[src/rtl/mem_arb_pkg.sv]
// Shared types and constants for the two-requester memory access arbiter.
package mem_arb_pkg;

    localparam int AWIDTH_DEF = 16;
    localparam int DWIDTH_DEF = 32;

    typedef enum logic [1:0] {
        IDLE  = 2'd0,
        ISSUE = 2'd1,
        WAIT  = 2'd2,
        RESP  = 2'd3
    } state_t;

    localparam logic OP_WR = 1'b0;
    localparam logic OP_RD = 1'b1;

endpackage

[src/rtl/mem_access_arbiter_rr_arb2.sv]
// Combinational 2-way round-robin grant. On a tie the requester that
// did not win last time is granted; the output is one-hot or zero.
module rr_arb2 (
    input  logic [1:0] req,
    input  logic       last_grant,
    output logic [1:0] grant
);

    // Single requester wins outright; on a tie favour the one not granted last.
    always_comb begin
        grant = 2'b00;
        case (req)
            2'b01:   grant = 2'b01;
            2'b10:   grant = 2'b10;
            2'b11:   grant = last_grant ? 2'b01 : 2'b10;
            default: grant = 2'b00;
        endcase
    end

endmodule

[src/rtl/mem_access_arbiter.sv]
// Shares the memory controller's single CPU port between instruction fetch
// (req 0) and load/store (req 1). One transaction outstanding at a time.
// Optional watchdog: define ARB_TIMEOUT_EN to abort transactions whose
// controller never completes within TMO_CYCLES cycles (reported on req_err).
module mem_access_arbiter
    import mem_arb_pkg::*;
#(
    parameter int AWIDTH     = AWIDTH_DEF,
    parameter int DWIDTH     = DWIDTH_DEF,
    parameter int TMO_CYCLES = 16
) (
    input  logic                clk,
    input  logic                rst_n,
    input  logic [1:0]          req_valid,
    input  logic [1:0]          req_rw,
    input  logic [2*AWIDTH-1:0] req_addr,
    input  logic [2*DWIDTH-1:0] req_wdata,
    output logic [1:0]          req_ack,
    output logic                req_err,
    output logic [DWIDTH-1:0]   rdata,
    output logic                mc_valid,
    output logic                mc_rw,
    output logic [AWIDTH-1:0]   mc_addr,
    output logic [DWIDTH-1:0]   mc_wdata,
    input  logic [DWIDTH-1:0]   mc_rdata,
    input  logic                mc_ready,
    output logic                busy
);

    state_t              state, state_nxt;
    logic                last_grant;
    logic                g;
    logic                rw_q;
    logic [AWIDTH-1:0]   addr_q;
    logic [DWIDTH-1:0]   wdata_q;
    logic [DWIDTH-1:0]   rdata_q;
    logic [1:0]          grant;
    logic                win;
    logic                start;
    logic                done;
    logic                tmo_hit;

    rr_arb2 u_rr (
        .req        (req_valid),
        .last_grant (last_grant),
        .grant      (grant)
    );

    assign win   = grant[1];
    assign start = (state == IDLE) && (|grant);
    // Normal completion wins over a timeout landing on the same edge.
    assign done  = (state == WAIT) && mc_ready;

`ifdef ARB_TIMEOUT_EN
    logic [7:0] tmo_cnt;
    logic       err_q;

    assign tmo_hit = ((state == ISSUE) || (state == WAIT)) && !done &&
                     (tmo_cnt == 8'(TMO_CYCLES - 1));

    // Watchdog: cleared on entry to ISSUE, counts every ISSUE/WAIT cycle.
    always_ff @(posedge clk or negedge rst_n) begin
        if (!rst_n) begin
            tmo_cnt <= 8'd0;
            err_q   <= 1'b0;
        end else begin
            if (start) begin
                tmo_cnt <= 8'd0;
                err_q   <= 1'b0;
            end else if ((state == ISSUE) || (state == WAIT)) begin
                tmo_cnt <= tmo_cnt + 8'd1;
                if (tmo_hit)
                    err_q <= 1'b1;
            end
        end
    end

    assign req_err = (state == RESP) && err_q;
`else
    logic unused_tmo;
    assign unused_tmo = ^TMO_CYCLES;
    assign tmo_hit    = 1'b0;
    assign req_err    = 1'b0;
`endif

    // State register.
    always_ff @(posedge clk or negedge rst_n) begin
        if (!rst_n) state <= IDLE;
        else        state <= state_nxt;
    end

    // Next-state logic; mc_ready is only looked at once a request is issued.
    always_comb begin
        state_nxt = state;
        case (state)
            IDLE:  if (start)     state_nxt = ISSUE;
            ISSUE: if (tmo_hit)   state_nxt = RESP;
                   else if (!mc_ready) state_nxt = WAIT;
            WAIT:  if (done || tmo_hit) state_nxt = RESP;
            RESP:  state_nxt = IDLE;
            default: state_nxt = IDLE;
        endcase
    end

    // Latch the winner's request; capture read data; update round-robin pointer.
    always_ff @(posedge clk or negedge rst_n) begin
        if (!rst_n) begin
            last_grant <= 1'b1;
            g          <= 1'b0;
            rw_q       <= OP_WR;
            addr_q     <= '0;
            wdata_q    <= '0;
            rdata_q    <= '0;
        end else begin
            if (start) begin
                g       <= win;
                rw_q    <= req_rw[win];
                addr_q  <= win ? req_addr[2*AWIDTH-1:AWIDTH]   : req_addr[AWIDTH-1:0];
                wdata_q <= win ? req_wdata[2*DWIDTH-1:DWIDTH] : req_wdata[DWIDTH-1:0];
            end
            if (done && (rw_q == OP_RD))
                rdata_q <= mc_rdata;
            if (state == RESP)
                last_grant <= g;
        end
    end

    assign mc_valid = (state == ISSUE);
    assign mc_rw    = rw_q;
    assign mc_addr  = addr_q;
    assign mc_wdata = wdata_q;
    assign rdata    = rdata_q;
    assign busy     = (state != IDLE);
    assign req_ack  = (state == RESP) ? (g ? 2'b10 : 2'b01) : 2'b00;

endmodule

[config.mk]
export PLATFORM = sky130hd
export DESIGN_NAME = mem_access_arbiter
export DESIGN_NICKNAME = d
export VERILOG_FILES = /design/src/rtl/mem_arb_pkg.sv /design/src/rtl/mem_access_arbiter_rr_arb2.sv /design/src/rtl/mem_access_arbiter.sv
export SDC_FILE = /design/constraint.sdc
export NUM_CORES = 1
export LEC_CHECK = 0
export ABC_AREA = 1
export ABC_CLOCK_PERIOD_IN_PS = 1200
export BUFFER_PORTS_ARGS = -buffer_cell sky130_fd_sc_hd__buf_4
export CORE_MARGIN = 3
export CORE_UTILIZATION = 41
export DETAILED_ROUTE_END_ITERATION = 10
export PLACE_DENSITY_LB_ADDON = 0.2
export SLEW_MARGIN = 20
export SYNTH_ARGS = -nofsm -noshare
export SYNTH_HDL_FRONTEND = slang
export SYNTH_SLANG_ARGS = --single-unit
[constraint.sdc]
create_clock -name clk -period 1.2 [get_ports clk]
set_input_delay 0.12 -clock clk [delete_from_list [all_inputs] [get_ports clk]]
set_output_delay 0.12 -clock clk [all_outputs]
set_load 0.005 [all_outputs]
==> results of run 1 <==
-- final timing paths --
check                             start            to
max                            state[1]  mc_wdata[12]
min                        mc_rdata[16]     rdata[16]
max reg2reg                    state[1]  mc_wdata[12]
min reg2reg                  last_grant    last_grant
max in group asynchronous         rst_n   mc_wdata[5]
min in group asynchronous         rst_n  mc_wdata[14]
-- per-layer routing --
layer | GRT usage, % | share of wire [%] | wire length (um)
met1 | 27.4 | 38 | 5290
met3 | 5.28 | 6.5 | 898
met5 | 0 | 0 | 0
met4 | 7.12 | 2.0 | 284
met2 | 40.0 | 53 | 7440
-- state kept, by name (all words and copies together), names as in the netlist --
signal	flops
mc_wdata	32
last_grant	1
g	1
mc_addr	16
state	2
mc_rw	1
rdata	32
-- report_power, final --
group,internal (uW),total (uW),switching [uW]
Sequential,4280,5360,1090
Combinational,4930,8810,3880
Clock,978,2040,1070
Total,10200,16200,6030
-- timing repair --
| action | CTS | global route |
|---|---|---|
| buffers inserted | 7 | 0 |
| resized for setup | 68 | 83 |
| setup endpoints to repair | 88 | 88 |
| gates cloned | 8 | 3 |
| pin swaps | 20 | 58 |
| endpoints found under the hold margin | 33 | 2 |
| hold buffers | 7 | 2 |
-- per-stage QoR --
stage | instance area, um^2 | utilization, % | setup TNS, ns | total power [uW] | instances
6_report | 7330 | 74.0 | -11.53 | 16200 | 928
5_1_grt | 7330 | 74.0 | -18.12 | 17300 | 928
4_1_cts | 6950 | 70.2 | -10.95 | 15300 | 924
3_5_place_dp | 6180 | 62.3 | -6.39 | 11500 | 886
3_3_place_gp | 6180 | 62.3 | -3.48 | 11300 | 886
2_1_floorplan | 4280 | - | -2.99 | 7860 | 543
-- synth_stat cells, drive strengths merged --
library cell and count:
buf 21, clkbuf 12, conb 1, dfrtp 84, dfstp 1, ha 4
inv 89, nand2 193, nand3 51, nand3b 49, nand4 2, nor2 3
o21ai 33
-- cell families (layout without fill, tap and decap cells) --
kind of cell | after synthesis | count (layout) | share of synthesized area [%]
other | 1 | 1 | 0.0882
DFF | 85 | 85 | 50.1
buffers and inverters | 122 | 374 | 12.0
and+or+nand+nor | 298 | 298 | 32.8
adders and majority gates | 4 | 4 | 1.18
AOI/OAI and AO/OA | 33 | 33 | 3.88
-- cell type report --
| type | instances | share of cell area, % |
|---|---|---|
| inverter | 89 | 4.79 |
| multi-input combinational | 336 | 27.9 |
| clock inverter | 6 | 0.972 |
| tap | 133 | 2.27 |
| sequential | 85 | 29.0 |
| clock buffer | 10 | 1.74 |
| timing repair buffer | 269 | 33.3 |
-- worst max-delay path, cell delays in order, from the launching register on --
cell	delay [ns]
sky130_fd_sc_hd__dfrtp_1	0.40
sky130_fd_sc_hd__inv_2	0.08
sky130_fd_sc_hd__ha_4	0.15
sky130_fd_sc_hd__inv_4	0.04
sky130_fd_sc_hd__nor2_4	0.12
sky130_fd_sc_hd__buf_6	0.15
sky130_fd_sc_hd__buf_12	0.13
sky130_fd_sc_hd__clkbuf_16	0.15
sky130_fd_sc_hd__nand3_2	0.07
sky130_fd_sc_hd__nand2_2	0.07
==> impl_summary.log, run 1 <==
INFO  metric placeableCoreArea = a little under 0.01 mm^2
INFO  metric synth-seq-area-share = 50.1%
INFO  metric final-max-slew-violation-count = 0
INFO  metric groute.usage.overall = a little under a quarter
INFO  metric drtIter0Drc = 220
INFO  metric die_x = roughly 110 um
INFO  metric grt_setup_unrepaired = yes
INFO  metric share_of_cells_above_drive_strength_1 = between 40% and 50%
INFO  metric final-hold-violation-count = 0
INFO  metric cp-end-kind = register
INFO  metric clk_transition_reported_paths = 0.10 ns
INFO  metric area_growth = 72.5%
INFO  metric worst-path-max-fanout = 5
INFO  metric synth.avg_cell_area = 7.83 um^2
INFO  metric failed_checks = setup timing
INFO  metric placer_congestion_estimate = 0.869
INFO  metric yosys_register_bits = 85
INFO  metric grt_antenna_before_repair = 0
INFO  metric worst_slack = -0.226 ns
INFO  metric synth_fp_nets = a little under 700
INFO  metric nets = ~930
INFO  metric floorplan.die.height = about 110 um
INFO  metric yosys_warnings = 0
INFO  metric preCtsSetupSlack = -0.128 ns
INFO  metric multi_input_gate_area = just over 0.002 mm^2
INFO  metric io_buffers = 219
INFO  metric grt_pass1_wl = 20,700 um
INFO  metric synth.largest_area_cell = sky130_fd_sc_hd__dfrtp_1
INFO  metric cts_buffers = 9
INFO  metric finalHoldWorstSlack = 0.00173 ns
INFO  metric layout.cells.most_common_list = sky130_fd_sc_hd__buf_4 (226), sky130_fd_sc_hd__nand2_1 (141), sky130_fd_sc_hd__dfrtp_1 (84)
INFO  metric fp.dieArea = 0.0116 mm^2
INFO  metric final.period_utilization = 119%
INFO  metric vias_in_the_first_global_route = ~4,300
INFO  metric regArea = between 0.002 and 0.0025 mm^2
INFO  metric power_per_cell_area = 2210 mW/mm^2
INFO  metric cts.path.max_buffers = 2
INFO  metric most_common_library_cell_in_the_layout_ignoring_fill_and_taps = sky130_fd_sc_hd__buf_4
INFO  metric start_kind = register
INFO  metric whs_path_depth = 3
INFO  metric status = finished, violations left
INFO  metric antenna_diodes = 0
INFO  metric fin_skew = about 0.014 ns
INFO  metric route.final.wire_length = 13,900 um
INFO  metric netlist_area = roughly 0.0043 mm^2
INFO  metric drc = 0
INFO  metric clock_sink_count = 85
INFO  metric tritoncts_clock_tree = built
INFO  metric cts_root_buffer = sky130_fd_sc_hd__clkbuf_8
INFO  metric drt.antenna.violating_nets = 0
INFO  metric r2r_slack = -0.23 ns
INFO  metric htree_levels = 3
INFO  metric netlist_instances = between 500 and 600
INFO  metric layout_min_cycle_time = about 1.4 ns
INFO  metric floorplan.initialDensity = between 40% and 50%
INFO  metric grt_max_degree = 37
INFO  metric wire_per_inst = about 15 um
INFO  metric ws_path_type = register to register
INFO  metric netlist-cell-type-count = 20
INFO  metric r2r_cells = 9
INFO  metric wp_data_arrival = ~1.7 ns
INFO  metric clk-insertion-delay-late = 0.35 ns
INFO  metric grt.overflow.total = 0
INFO  metric route.detailed.vias_per_inst = a little under 5
INFO  metric n_fill_cell = 749
INFO  metric highest_clock_frequency_the_design_can_meet = 0.701 GHz
INFO  metric max_cap_violations = 0
INFO  metric num_vias = roughly 4,500
INFO  metric setup_violations = 86
INFO  metric dpl.hpwl = 9280 um
INFO  metric drt-pass1-iter-count = 6
INFO  metric leakage = a little over 0.004 uW
INFO  metric netlist_top_cells_area = sky130_fd_sc_hd__dfrtp_1 (49%), sky130_fd_sc_hd__nand2_1 (17%), sky130_fd_sc_hd__nand3b_1 (8.7%), sky130_fd_sc_hd__inv_1 (7.8%), sky130_fd_sc_hd__nand3_1 (5.9%)
INFO  metric hold_path_class = primary input to register
INFO  metric synthDominantCellAreaShare = 49.4%
INFO  metric ios = 221
INFO  metric worstPathRequired = ~1.5 ns
INFO  metric ir_drop = 1230 uV
INFO  metric std_cell_rows = 36
No activity file was read; power rests on OpenSTA's default activity.
==> run 2: changes to the inputs <==
--- a/config.mk
+++ b/config.mk
@@ -11,7 +11,7 @@
 export CORE_MARGIN = 3
 export CORE_UTILIZATION = 41
 export DETAILED_ROUTE_END_ITERATION = 10
-export PLACE_DENSITY_LB_ADDON = 0.2
+export PLACE_DENSITY = 0.75
 export SLEW_MARGIN = 20
 export SYNTH_ARGS = -nofsm -noshare
 export SYNTH_HDL_FRONTEND = slang
==> impl_summary.log, run 2 (synthesis gave the netlist of run 1 again) <==
INFO  metric num_vias = 4,421
INFO  metric groute.layer.met3.usage = 4.80%
INFO  metric area_growth = 65.2%
INFO  metric drtIter0Drc = 253
INFO  metric grt_max_degree = 37
INFO  metric placer_congestion_estimate = approximately 0.77
INFO  metric route.detailed.vias_per_inst = 4.76
INFO  metric critical_path.most_common_cell = sky130_fd_sc_hd__buf_6
INFO  metric final_design_area_no_fill = 0.00703 mm^2
INFO  metric layout_min_cycle_time = 1.48 ns
INFO  metric wp_data_arrival = 1.36 ns
INFO  metric status = finished, violations left
INFO  metric grt.overflow.total = 0
INFO  metric route.final.wire_length = approximately 14,000 um
INFO  metric ir_drop = 1090 uV
INFO  metric antenna_diodes = 0
INFO  metric clk-insertion-delay-late = between 0.3 and 0.4 ns
INFO  metric fp.dieArea = 0.0116 mm^2
INFO  metric layout.cells.most_common_list = sky130_fd_sc_hd__buf_4 (231), sky130_fd_sc_hd__nand2_1 (162), sky130_fd_sc_hd__inv_1 (84), sky130_fd_sc_hd__dfrtp_1 (84)
INFO  metric final-hold-violation-count = 0
INFO  metric clock_sink_count = 85
INFO  metric most_common_library_cell_in_the_layout_ignoring_fill_and_taps = sky130_fd_sc_hd__buf_4
INFO  metric fin_tns_setup = -14.28 ns
INFO  metric ios = about 220
INFO  metric grt_antenna_before_repair = 0
INFO  metric worst_slack = -0.277 ns
INFO  metric grt_setup_unrepaired = yes
INFO  metric worstPathRequired = 1.08 ns
INFO  metric groute.usage.overall = 22.0%
INFO  metric share_of_cells_above_drive_strength_1 = 42.0%
INFO  metric globalRouteMet1Util = 24.8%
INFO  metric cts_root_buffer = sky130_fd_sc_hd__clkbuf_8
INFO  metric cp-end-kind = output port
INFO  metric crit_chain = buf_6 -> buf_6 -> ha_4 -> inv_2 -> nor2_1 -> buf_4
INFO  metric std_cell_rows = 36
INFO  metric drt.antenna.violating_nets = 0
INFO  metric floorplan.die.height = 108 um
INFO  metric max_cap_violations = 0
INFO  metric drc = 0
INFO  metric vias_in_the_first_global_route = 4,382
INFO  metric htree_levels = 3
INFO  metric nets = 930
INFO  metric highest_clock_frequency_the_design_can_meet = 0.677 GHz
INFO  metric leakage = 0.00392 uW
INFO  metric start_kind = register
INFO  metric fin_skew = 0.0174 ns
INFO  metric worst-path-max-fanout = 2
INFO  metric floorplan.initialDensity = 42.9%
INFO  metric hold_path_class = primary input to register
INFO  metric final-max-slew-violation-count = 0
INFO  metric wire_per_inst = 15.1 um
INFO  metric ws_path_type = register to output port
INFO  metric placed_cell_area = 0.00613 mm^2
INFO  metric met2_track_utilization_from_global_routing = roughly 40%
INFO  metric final.period_utilization = 123%
INFO  metric cts.path.max_buffers = 2
INFO  metric timing.critical_path.slowest_cell_delay = 0.39 ns
INFO  metric failed_checks = setup timing
INFO  metric io_buffers = between 200 and 250
INFO  metric drt-pass1-iter-count = 4
INFO  metric die_x = 108 um
INFO  metric tritoncts_clock_tree = built
INFO  metric clk_transition_reported_paths = roughly 0.1 ns
INFO  metric r2r_slack = -0.24 ns
INFO  metric setup_violations = 88
INFO  metric dpl.hpwl = 9460 um
INFO  metric slowest_stage = sky130_fd_sc_hd__dfrtp_1
INFO  metric grt_pass1_wl = 20,400 um
INFO  metric cts_buffers = 9
INFO  metric placeableCoreArea = slightly below 0.01 mm^2
INFO  metric grt_most_used_layer = met2
INFO  metric power_per_cell_area = around 2100 mW/mm^2
## run 2: critical path: cells and delay by family, from the launching register on
| family | cells | cell delay, ns |
|---|---|---|
| buffers and inverters | 4 | 0.43 |
| adder cells (fa/ha/maj) | 1 | 0.16 |
| flip-flops | 1 | 0.39 |
| AND/OR/NAND/NOR | 1 | 0.03 |
## run 2: worst paths after layout
check	cells after the start	startpoint	end
min in group asynchronous	2	rst_n	rdata[6]
max in group asynchronous	3	rst_n	last_grant
hold reg to reg	2	last_grant	last_grant
setup reg to reg	8	state[1]	rdata[31]
hold / removal	3	mc_rdata[6]	rdata[6]
setup / recovery	6	state[1]	req_ack[0]
## run 2: metal layers
metal  routed length (um)  up-vias
met5                    0        -
met4                  563        0
met3                  882       42
met2                 7360      168
met1                 5220     2054
li1                     -     2157
## run 2: power breakdown
group	internal, uW	leakage (uW)	switching (uW)
registers	4280	0.00104	988
logic	3970	0.00277	3430
clock network	1180	0.000104	1020
total	9430	0.00392	5440
## run 2: what timing repair did
action                                 4_1_cts  5_1_grt
gates resized for setup                     49       75
setup endpoints to repair                   88       88
pin swaps                                    2        3
setup buffers                                4        3
hold buffers                                14        1
cloned                                       4        4
endpoints found under the hold margin       97        1
## run 2: cell type report
class	count	area (um^2)
Multi-Input combinational cell	336	1870
Fill cell	774	2880
Sequential cell	85	2130
Clock buffer	11	131
Timing Repair Buffer	270	2310
Tap cell	133	166
Inverter	89	334
Clock inverter	5	85.1
## run 2: per-stage QoR
stage	std cells	hold WS [ns]	setup slack (ns)	total power [uW]	util, %
after floorplan	543	-0.176	-0.0568	7860	-
after global placement	884	0.0116	-0.0688	11200	61.8
after detailed placement	884	0.0159	-0.135	11400	61.8
after CTS	922	0.000275	-0.291	14200	67.6
after global routing	929	0.000711	-0.331	15900	70.9
final	929	0.00979	-0.277	14900	70.9
==> run 3: changes to the inputs <==
--- a/config.mk
+++ b/config.mk
@@ -6,12 +6,15 @@
 export NUM_CORES = 1
 export LEC_CHECK = 0
 export ABC_AREA = 1
-export ABC_CLOCK_PERIOD_IN_PS = 1200
+export ABC_CLOCK_PERIOD_IN_PS = 1490
 export BUFFER_PORTS_ARGS = -buffer_cell sky130_fd_sc_hd__buf_4
+export CAP_MARGIN = 20
+export CELL_PAD_IN_SITES_DETAIL_PLACEMENT = 0
+export CELL_PAD_IN_SITES_GLOBAL_PLACEMENT = 1
 export CORE_MARGIN = 3
-export CORE_UTILIZATION = 41
+export CORE_UTILIZATION = 31
 export DETAILED_ROUTE_END_ITERATION = 10
-export PLACE_DENSITY = 0.75
+export PLACE_DENSITY = 0.78
 export SLEW_MARGIN = 20
 export SYNTH_ARGS = -nofsm -noshare
 export SYNTH_HDL_FRONTEND = slang
==> constraint.sdc (replaced) <==
create_clock -name clk -period 1.49 [get_ports clk]
set_input_delay 0.149 -clock clk [delete_from_list [all_inputs] [get_ports clk]]
set_output_delay 0.149 -clock clk [all_outputs]
set_load 0.005 [all_outputs]
==> impl_summary.log, run 3 (synthesis gave the netlist of run 1 again) <==
INFO  metric cts_buffers = 9
INFO  metric status = finished, final reports clean
INFO  metric vias_in_the_first_global_route = 4,218
INFO  metric clk_transition_reported_paths = 0.06 ns
INFO  metric share_of_cells_above_drive_strength_1 = between 30% and 40%
INFO  metric n_fill_cell = 1,323
INFO  metric final-hold-violation-count = 0
INFO  metric worst-path-max-fanout = 4
INFO  metric combinationalPowerShare = between 40% and 50%
INFO  metric ws_path_type = register to output port
INFO  metric placed_cell_area = 0.00609 mm^2
INFO  metric most_common_library_cell_in_the_layout_ignoring_fill_and_taps = sky130_fd_sc_hd__buf_4
INFO  metric route.detailed.vias_per_inst = between 4 and 5
INFO  metric switching_fraction_of_total_power = between 30% and 40%
INFO  metric setup_violations = 0
INFO  metric total_power = 11,500 uW
INFO  metric ios = 221
INFO  metric route.final.wire_length = 13,000 um
INFO  metric grt_max_degree = 86
INFO  metric clk-insertion-delay-late = 0.34 ns
INFO  metric drt-pass1-iter-count = 4
INFO  metric tritoncts_clock_tree = built
INFO  metric nets = roughly 900
INFO  metric power_per_cell_area = 1770 mW/mm^2
INFO  metric drc = 0
INFO  metric leakage = 0.00368 uW
INFO  metric ir_drop = 804 uV
INFO  metric grt.overflow.total = 0
INFO  metric grt_pass1_wl = 20,100 um
INFO  metric wire_per_inst = 13.9 um
INFO  metric highest_clock_frequency_the_design_can_meet = roughly 0.69 GHz
INFO  metric cts_root_buffer = sky130_fd_sc_hd__clkbuf_16
INFO  metric cp-end-kind = output port
INFO  metric clock_sink_count = 85
INFO  metric hold_path_class = primary input to register
INFO  metric timing.critical_path.slowest_cell_delay = 0.42 ns
INFO  metric fin_tns_setup = 0 ns
INFO  metric placer_congestion_estimate = 0.775
INFO  metric layout.cells.most_common_list = sky130_fd_sc_hd__buf_4 (227), sky130_fd_sc_hd__nand2_1 (191), sky130_fd_sc_hd__inv_1 (85)
INFO  metric crit_chain = inv_2 -> ha_4 -> inv_4 -> buf_6 -> buf_4
INFO  metric cts.path.max_buffers = 2
INFO  metric finalHoldWorstSlack = 0.0591 ns
INFO  metric slowest_stage = sky130_fd_sc_hd__dfrtp_1
INFO  metric htree_levels = 3
INFO  metric power.share.sequential = 36.1%
INFO  metric antenna_diodes = 0
INFO  metric cell_internal_pwr = 7550 uW
INFO  metric placeableCoreArea = 0.0133 mm^2
INFO  metric die_x = 123 um
INFO  metric final.period_utilization = 96.9%
INFO  metric std_cell_rows = 42
INFO  metric fp.dieArea = about 0.015 mm^2
INFO  metric power.switching = 3920 uW
INFO  metric clock_power_share = 20.6%
INFO  metric drt.antenna.violating_nets = 0
INFO  metric cp_top_family = flip-flops
INFO  metric drtIter0Drc = 142
INFO  metric final_design_area_no_fill = 0.00649 mm^2
INFO  metric placedCellCount = 917
INFO  metric max_cap_violations = 0
INFO  metric worstPathRequired = about 1.3 ns
INFO  metric fin_skew = 0.00572 ns
INFO  metric stdcell_count = 938
INFO  metric groute.usage.overall = ~17%
INFO  metric layout_min_cycle_time = 1.44 ns
INFO  metric area_growth = 52.7%
INFO  metric wp_data_arrival = roughly 1.3 ns
INFO  metric dpl.hpwl = around 9000 um
INFO  metric critical_path_buffers_and_inverters = 4
INFO  metric floorplan.die.height = ~120 um
INFO  metric grt_antenna_before_repair = 0
INFO  metric final-max-slew-violation-count = 0
INFO  metric io_buffers = ~220
INFO  metric num_vias = around 4,200
INFO  metric start_kind = register
INFO  metric floorplan.initialDensity = 31.9%
[run 3: changes by cell type in the layout (fill, tap and decap cells not counted), sizes merged]
| cell | change |
|---|---|
| buf | -18 |
| dlygate4sd3 | -14 |
| clkbuf | -1 |
| clkinv | -1 |
[run 3: final timing paths]
| path | start | to | slack (ns) | cells after the start |
|---|---|---|---|---|
| max in group asynchronous | rst_n | last_grant | 0.75 | 3 |
| setup reg to reg | state[1] | mc_wdata[13] | 0.10 | 7 |
| hold reg to reg | last_grant | last_grant | 0.47 | 2 |
| hold / removal | mc_rdata[0] | rdata[0] | 0.06 | 3 |
| min in group asynchronous | rst_n | rdata[24] | 0.39 | 3 |
| setup / recovery | state[1] | busy | 0.05 | 5 |
[run 3: worst reg2reg max path, stage by stage (launching register included)]
cell,delay [ns]
sky130_fd_sc_hd__dfrtp_1,0.42
sky130_fd_sc_hd__inv_2,0.10
sky130_fd_sc_hd__ha_4,0.15
sky130_fd_sc_hd__inv_4,0.04
sky130_fd_sc_hd__nor2_4,0.12
sky130_fd_sc_hd__buf_4,0.29
sky130_fd_sc_hd__nand3_1,0.12
sky130_fd_sc_hd__nand2_1,0.08
[run 3: cell type report]
type	instances	area [um^2]	share of cell area, %
sequential	85	2130	32.8
timing repair buffer	236	1860	28.7
inverter	89	337	5.19
clock buffer	12	236	3.64
tap	176	220	3.39
clock inverter	4	72.6	1.12
multi-input combinational	336	1640	25.2
[run 3: timing repair]
item,CTS,global route
endpoints found under the hold margin,84,0
buffers inserted,2,1
endpoints found under the setup margin,1,27
hold buffers,1,0
cloned,0,1
pin swaps,0,1
gates resized for setup,4,8
[run 3: metrics by stage]
stage                     worst slack [ns]  util (%)
after floorplan                      0.173         -
after global placement              0.0676      45.7
after detailed placement            0.0552      45.7
after CTS                        0.0000487      48.2
after global routing              -0.00149      48.6
final                               0.0464      48.6
[run 3: power groups by stage]
stage / Sequential, uW / Clock (uW) / Combinational [uW]
global route: 4300 / 2510 / 5670
CTS: 4150 / 2440 / 4960
global placement: 4130 / 0 / 4800
floorplan: 4150 / 0 / 2140
finish: 4150 / 2360 / 4960
detailed placement: 4160 / 0 / 4900
[run 3: layer usage]
metal	track usage, %	vias up	wire length (um)
met5	0	-	0
met4	6.64	0	274
met3	5.95	17	1280
met2	27.7	153	6270
met1	20.5	1924	5220
li1	-	2086	-
